[src/rtl/psum_accum_col.sv]
// Column-bottom partial-sum accumulator: buffers one tile pass of psums,
// accumulates across K-tiles with signed saturation, then drains over valid/ready.
module psum_accum_col #(
  parameter int PSUM_WIDTH = 32,
  parameter int ACC_WIDTH  = 32,
  parameter int DEPTH      = 16
) (
  input  logic                         clk,
  input  logic                         rst_n,
  input  logic signed [PSUM_WIDTH-1:0] psum_i,
  input  logic                         psum_en_i,
  input  logic                         tile_start_i,
  input  logic                         first_tile_i,
  input  logic                         last_tile_i,
  output logic signed [ACC_WIDTH-1:0]  acc_o,
  output logic                         acc_valid_o,
  input  logic                         acc_ready_i,
  output logic                         busy_o,
  output logic                         done_o,
  output logic                         err_o
);
  localparam int AW = (DEPTH > 1) ? $clog2(DEPTH) : 1;
  localparam logic [AW-1:0] LAST_IDX = AW'(DEPTH-1);

  typedef enum logic [1:0] {IDLE, ACCUM, DRAIN} state_t;
  state_t state, state_nxt;

  logic [AW-1:0]               wr_ptr, rd_ptr;
  logic                        first_q, last_q;
  logic signed [ACC_WIDTH-1:0] mem [DEPTH];
  logic signed [ACC_WIDTH-1:0] psum_x, acc_sat;
  logic        [ACC_WIDTH:0]   acc_sum;
  logic                        wr_en, last_wr, beat, last_beat;

  assign psum_x    = ACC_WIDTH'(psum_i);
  assign wr_en     = (state == ACCUM) && psum_en_i;
  assign last_wr   = wr_en && (wr_ptr == LAST_IDX);
  assign beat      = (state == DRAIN) && acc_valid_o && acc_ready_i;
  assign last_beat = beat && (rd_ptr == LAST_IDX);
  assign busy_o    = (state != IDLE);

  // One guard bit: a mismatch between the top two sum bits means overflow.
  always_comb begin
    acc_sum = {mem[wr_ptr][ACC_WIDTH-1], mem[wr_ptr]} + {psum_x[ACC_WIDTH-1], psum_x};
    acc_sat = acc_sum[ACC_WIDTH-1:0];
    if (acc_sum[ACC_WIDTH] != acc_sum[ACC_WIDTH-1])
      acc_sat = acc_sum[ACC_WIDTH] ? {1'b1, {(ACC_WIDTH-1){1'b0}}}
                                   : {1'b0, {(ACC_WIDTH-1){1'b1}}};
  end

  always_comb begin
    state_nxt = state;
    case (state)
      IDLE:    if (tile_start_i) state_nxt = ACCUM;
      ACCUM:   if (last_wr)      state_nxt = last_q ? DRAIN : IDLE;
      DRAIN:   if (last_beat)    state_nxt = IDLE;
      default:                   state_nxt = IDLE;
    endcase
  end

  always_ff @(posedge clk) begin
    if (rst_n) state <= IDLE;
    else       state <= state_nxt;
  end

  // Buffer is deliberately left unreset; first_tile_i overwrites it.
  always_ff @(posedge clk) begin
    if (!rst_n && wr_en) mem[wr_ptr] <= first_q ? psum_x : acc_sat;
  end

  always_ff @(posedge clk) begin
    if (rst_n) begin
      wr_ptr      <= '0;
      rd_ptr      <= '0;
      first_q     <= 1'b0;
      last_q      <= 1'b0;
      acc_o       <= '0;
      acc_valid_o <= 1'b0;
      done_o      <= 1'b0;
      err_o       <= 1'b0;
    end else begin
      done_o <= 1'b0;
      case (state)
        IDLE: begin
          if (tile_start_i) begin
            wr_ptr  <= '0;
            first_q <= first_tile_i;
            last_q  <= last_tile_i;
          end
          if (psum_en_i) err_o <= 1'b1;
        end
        ACCUM: begin
          if (tile_start_i) err_o <= 1'b1;
          if (wr_en) wr_ptr <= wr_ptr + AW'(1);
          // Entry 0 was written on an earlier cycle, so it is safe to present now.
          if (last_wr && last_q) begin
            rd_ptr      <= '0;
            acc_o       <= mem[0];
            acc_valid_o <= 1'b1;
          end
        end
        DRAIN: begin
          if (tile_start_i || psum_en_i) err_o <= 1'b1;
          if (last_beat) begin
            rd_ptr      <= '0;
            acc_valid_o <= 1'b0;
            done_o      <= 1'b1;
          end else if (beat) begin
            rd_ptr <= rd_ptr + AW'(1);
            acc_o  <= mem[rd_ptr + AW'(1)];
          end
        end
        default: ;
      endcase
    end
  end
endmodule

[config.mk]
export PLATFORM = sky130hd
export DESIGN_NAME = psum_accum_col
export DESIGN_NICKNAME = d
export VERILOG_FILES = /design/src/rtl/psum_accum_col.sv
export SDC_FILE = /design/constraint.sdc
export NUM_CORES = 1
export LEC_CHECK = 0
export CAP_MARGIN = 10
export CORE_MARGIN = 10
export CORE_UTILIZATION = 42
export CTS_BUF_LIST = sky130_fd_sc_hd__clkbuf_8
export DETAILED_ROUTE_END_ITERATION = 10
export GPL_TIMING_DRIVEN = 0
export PLACE_DENSITY = 0.55
export SLEW_MARGIN = 20
export SYNTH_ARGS = -nofsm -noshare
export SYNTH_HDL_FRONTEND = slang
export SYNTH_SLANG_ARGS = --single-unit
[constraint.sdc]
create_clock -name clk -period 12.06 [get_ports clk]
set_clock_uncertainty 0.2 [all_clocks]
set_input_delay 1.206 -clock clk [delete_from_list [all_inputs] [get_ports clk]]
set_output_delay 1.206 -clock clk [all_outputs]
set_load 0.03 [all_outputs]
# After elaboration in Yosys (flattened, before gate mapping)
# Memories as Yosys holds them, arrays and structs flattened. A register that Yosys moved wholly into a read port is not among the register bits.
# Cells that the tools add are included.
# W data, S select, Z words.
# totals
mem_bits_rw	512
ff_bits	47
n_memories	1
wordCells	83
# op_classes
eq_ne	16
n_mux	31
addsub	3
n_reduce_logical	22
n_bitwise	1
# memory_table
memory	depth	width	read_ports	rd_clocked_by_memory_dff	write_ports	line	source
mem	16	32	3	1	1	30	logic signed [ACC_WIDTH-1:0] mem [DEPTH];
# ops
operator	count
$mux W32	6
$pmux W32 S2	1
$add A32 B32 Y33	1
$mux W4	7
$ne A2 B2 Y1 const B	8
$pmux W4 S2	2
$reduce_and A3 Y1	4
$add A4 B1 Y4 const B	2
$eq A4 B4 Y1 const B	2
$mux W1	8
$mux W2	4
$reduce_and A4 Y1	2
$logic_and A1 B1 Y1	7
$pmux W2 S3	1
$reduce_bool A2 Y1	3
$ne A2 B1 Y1 const B	2
$ne A3 B3 Y1 const B	1
$pmux W1 S3	1
$reduce_bool A3 Y1	1
$eq A2 B1 Y1 const B	1
$eq A2 B2 Y1 const B	1
$logic_not A2 Y1	1
$pmux W1 S2	1
$reduce_and A2 Y1	1
5 further kinds	5

# Depth between registers and ports, before layout
# depth
depth_word	6
depth_mapped	18
mapped_depth_nobuf	14

# Worst setup path after synthesis
# OpenSTA, ideal clock, no wires.
# synth_path
kind	register to register
from	register (tool-made name)
to	memory mem[0][30] (data pin)
setup_ns	0.330
slack_ns	6.817
stages_incl_launch_ff	16
synth_period_minus_slack_ns	5.243
arrival_ns	4.713
path_cell_list	dfxtp_1 -> buf_2 -> buf_1 -> mux4_2 -> mux4_2 -> ha_1 -> buf_2 -> nand4_1 -> nor3_2 -> o211ai_1 -> and2_4 -> a31o_4 -> o2111a_1 -> a31oi_4 -> nand2b_1 -> o21ai_0
# synth_lines
element	line
end: declaration	30

==> out/qor.csv <==
stage,metric,value,unit
floorplan,dieArea,77100,um^2
timing,tns,0,ns
detailed_routing,finalWirelength,88.5,mm
finish,instances_no_fill,2736,
power_and_ir_drop,p_sw_frac,0.266,
detailed_routing,routed_via_density,6.32,
timing,worst_pin_slew,1.14,ns
finish,syn_to_final_growth,17.8,%
power_and_ir_drop,power.leakage,10.2,nW
logic_synthesis,synth_ff_type,edfxtp_1,
logic_synthesis,synth_top_area_frac,0.551,
floorplan,fp.dieW,278,um
timing,hold_viol_final,0,
floorplan,initial_core_util,0.424,
global_routing,grt_antenna_before_repair,2,
clock_network,root_buffer,clkbuf_8,
finish,drive_above_1_share,0.329,
logic_synthesis,ys_ff_latch,563,
floorplan,fp.dieH,278,um
timing,fin_crit_sh,0.560,
floorplan,io_pins,75,
logic_synthesis,synth_area,27900,um^2
logic_synthesis,async_flop_share,0,
global_routing,grt_pass1_vias,17400,
critical_path,crit_required,12.18,ns
timing,slew_viol_final,0,
floorplan,core,65700,um^2
clock_network,post_cts_buffers,0,
place,dp.cells,2558,
power_and_ir_drop,totalPowerFinal,4.92,mW
detailed_routing,drc_errors,0,
power_and_ir_drop,pwr-share-clk,0.374,
power_and_ir_drop,switching_power,1.31,mW
clock_network,cts-buffers-inserted,95,
floorplan,num_rows,94,
detailed_routing,routedWlPerCell,32.4,um
global_routing,grt_max_degree,17,
detailed_routing,vias,17300,
clock_network,path_clk_slew,0.06,ns
place,dp_hpwl,62.0,mm
timing,period_needed,6.76,ns
critical_path,cp_max_fo,16,
status,status,finished clean,
timing,rsz0062_at_grt,false,
critical_path,critPathLaunchType,register,
logic_synthesis,syn_nets,1650,
logic_synthesis,yosys_warnings,0,
global_routing,overflow,0,
clock_network,ctsResizeCount,0,
detailed_routing,ant_nets,0,
logic_synthesis,syn_avg_cell_area,17.8,um^2
power_and_ir_drop,vdd_drop_max,0.0711,mV
global_routing,grt_pass1_wl,126,mm
clock_network,cts_tree,done,
finish,fin_nets,1874,
place,dp_slack,4.97,ns
global_routing,track_usage,0.227,
logic_synthesis,synth_edf_count,512,
flow_run,max_cap_viol_count,0,
clock_network,ctsLongestPathBuffers,3,
timing,worst_slack,5.30,ns
critical_path,path_class,reg -> reg,
timing,setup_viol,0,
hold_path,holdCritPathClass,reg -> reg,
place,placed_area,30700,um^2
power_and_ir_drop,pwr-share-comb,0.147,
critical_path,arrival,6.87,ns
detailed_routing,drtPass1Iterations,6,
timing,max_clock_freq,148,MHz
timing,slew_headroom,0.237,
logic_synthesis,synthTopCellsByArea,"edfxtp_1, mux4_2, dfxtp_1, ha_1, a21oi_1",
logic_synthesis,synth-seq-area-share,0.588,
clock_network,clock-sinks,563,
clock_network,worstSkewPairLatency,0.69,ns
power_and_ir_drop,p_seq_frac,0.479,
place,io_buffers,74,
critical_path,end_kind,register,
power_and_ir_drop,power.density,150,nW/um^2
detailed_routing,dr.first_iter.drc_count,2058,
finish,design_area,32900,um^2
clock_network,cts_htree_levels,3,
logic_synthesis,synth_area_leader_cell,edfxtp_1,
clock_network,ctsHoldBuffers,0,
logic_synthesis,synth.distinct_cells,61,
power_and_ir_drop,p_int,3.61,mW
logic_synthesis,synthCells,1569,
place,place_congestion,0.876,
timing,hold_slack,0.247,ns
finish,final_util,0.500,
==> Yosys cell counts, types with 2 or more instances <==
master	n
buf_6	3
a21oi_1	74
o211a_1	2
edfxtp_1	512
nand2b_1	7
inv_1	20
nor2_1	75
o21a_1	6
or2_2	2
o21ai_0	22
mux4_2	320
and3_1	4
o21ai_1	2
o31ai_1	3
a31oi_1	5
nand3_1	11
nor3_1	14
a211oi_2	2
dfxtp_1	51
a22oi_1	3
a311oi_1	2
nand2_1	72
a21oi_4	10
o211ai_1	3
xor2_1	16
o21bai_1	8
buf_1	18
mux2i_1	32
nor3b_1	3
xnor2_1	15
nand4_1	10
nor2b_1	33
a211oi_1	37
or3_1	3
nor3_2	2
a21o_1	11
clkbuf_1	65
a21boi_0	2
buf_2	25
ha_1	41
nand3b_1	3
==> worst max-delay path: stages (launching register included) <==
cell and delay, ns:
dfxtp_1 0.33, clkbuf_1 0.53, clkbuf_1 0.90, mux4_2 0.43, mux4_2 0.56, ha_1 0.30, buf_2 0.18, nand4_1 0.20
nor3_2 0.28, o211ai_1 0.13, and2_4 0.21, a31o_4 0.26, o2111a_1 0.26, a31oi_4 0.43, buf_6 0.22, nand2_1 0.06
a21oi_1 0.88
==> power groups by stage <==
stage | combinational, mW | sequential, mW | clock, mW
3_5_place_dp | 0.704 | 2.40 | 0
4_1_cts | 0.707 | 2.36 | 1.87
5_1_grt | 0.792 | 2.36 | 1.95
3_3_place_gp | 0.681 | 2.40 | 0
6_report | 0.724 | 2.36 | 1.84
2_1_floorplan | 0.459 | 2.40 | 0
==> kinds of logic after synthesis <==
| family | count (synthesis) | share of synthesized area |
|---|---|---|
| AND/OR/NAND/NOR | 246 | 0.0420 |
| buffers and inverters | 133 | 0.0205 |
| adder cells (fa/ha/maj) | 42 | 0.0191 |
| multiplexers | 353 | 0.270 |
| XOR/XNOR | 31 | 0.00973 |
| flip-flops | 563 | 0.588 |
| AO/OA/AOI/OAI | 201 | 0.0504 |
==> final cells by class <==
cell class	count	area, um^2
antenna	1	2.50
multi-input combinational	873	11100
sequential	563	16400
timing repair buffer	127	1640
clock buffer	114	1570
inverter	20	75.1
clock inverter	61	468
fill	5377	32900
tap	864	1080
buffer	113	522
==> cell usage in the layout, fill, tap and decap left out, drive strengths merged, types with 21 or more instances in the layout <==
| cell | count |
|---|---|
| nand2 | 72 |
| a211oi | 39 |
| nor2 | 75 |
| mux2i | 32 |
| clkbuf | 183 |
| mux4 | 320 |
| a21oi | 85 |
| edfxtp | 512 |
| buf | 97 |
| nor2b | 33 |
| ha | 41 |
| clkdlybuf4s50 | 74 |
| dfxtp | 51 |
| clkinv | 21 |
| inv | 50 |
| o21ai | 25 |
==> final timing paths <==
path                 startpoint              endpoint  slack [ns]  depth (start not counted)
min reg2reg  err_o$_SDFFE_PP0P_    err_o$_SDFFE_PP0P_        0.25                          2
max reg2reg            register  mem[4][10]$_DFFE_PP_        5.30                         16
max                    register  mem[4][10]$_DFFE_PP_        5.30                         16
min          err_o$_SDFFE_PP0P_    err_o$_SDFFE_PP0P_        0.25                          2
==> registers in the layout, summed over array words and instances, names as in the netlist, named ones only <==
register,flops
err_o,1
acc_o,32
mem,512
last_q,1
state,2
first_q,1
wr_ptr,4
acc_valid_o,1
rd_ptr,4
done_o,1
==> metal layers <==
metal / vias to the layer above / track usage / wire (um)
li1: 7026 / - / -
met1: 9319 / 0.313 / 37400
met3: 124 / 0.0526 / 7340
met4: 0 / 0.0729 / 2170
met2: 814 / 0.351 / 41600
met5: - / 0 / 0
No activity file was read; power rests on OpenSTA's default activity.
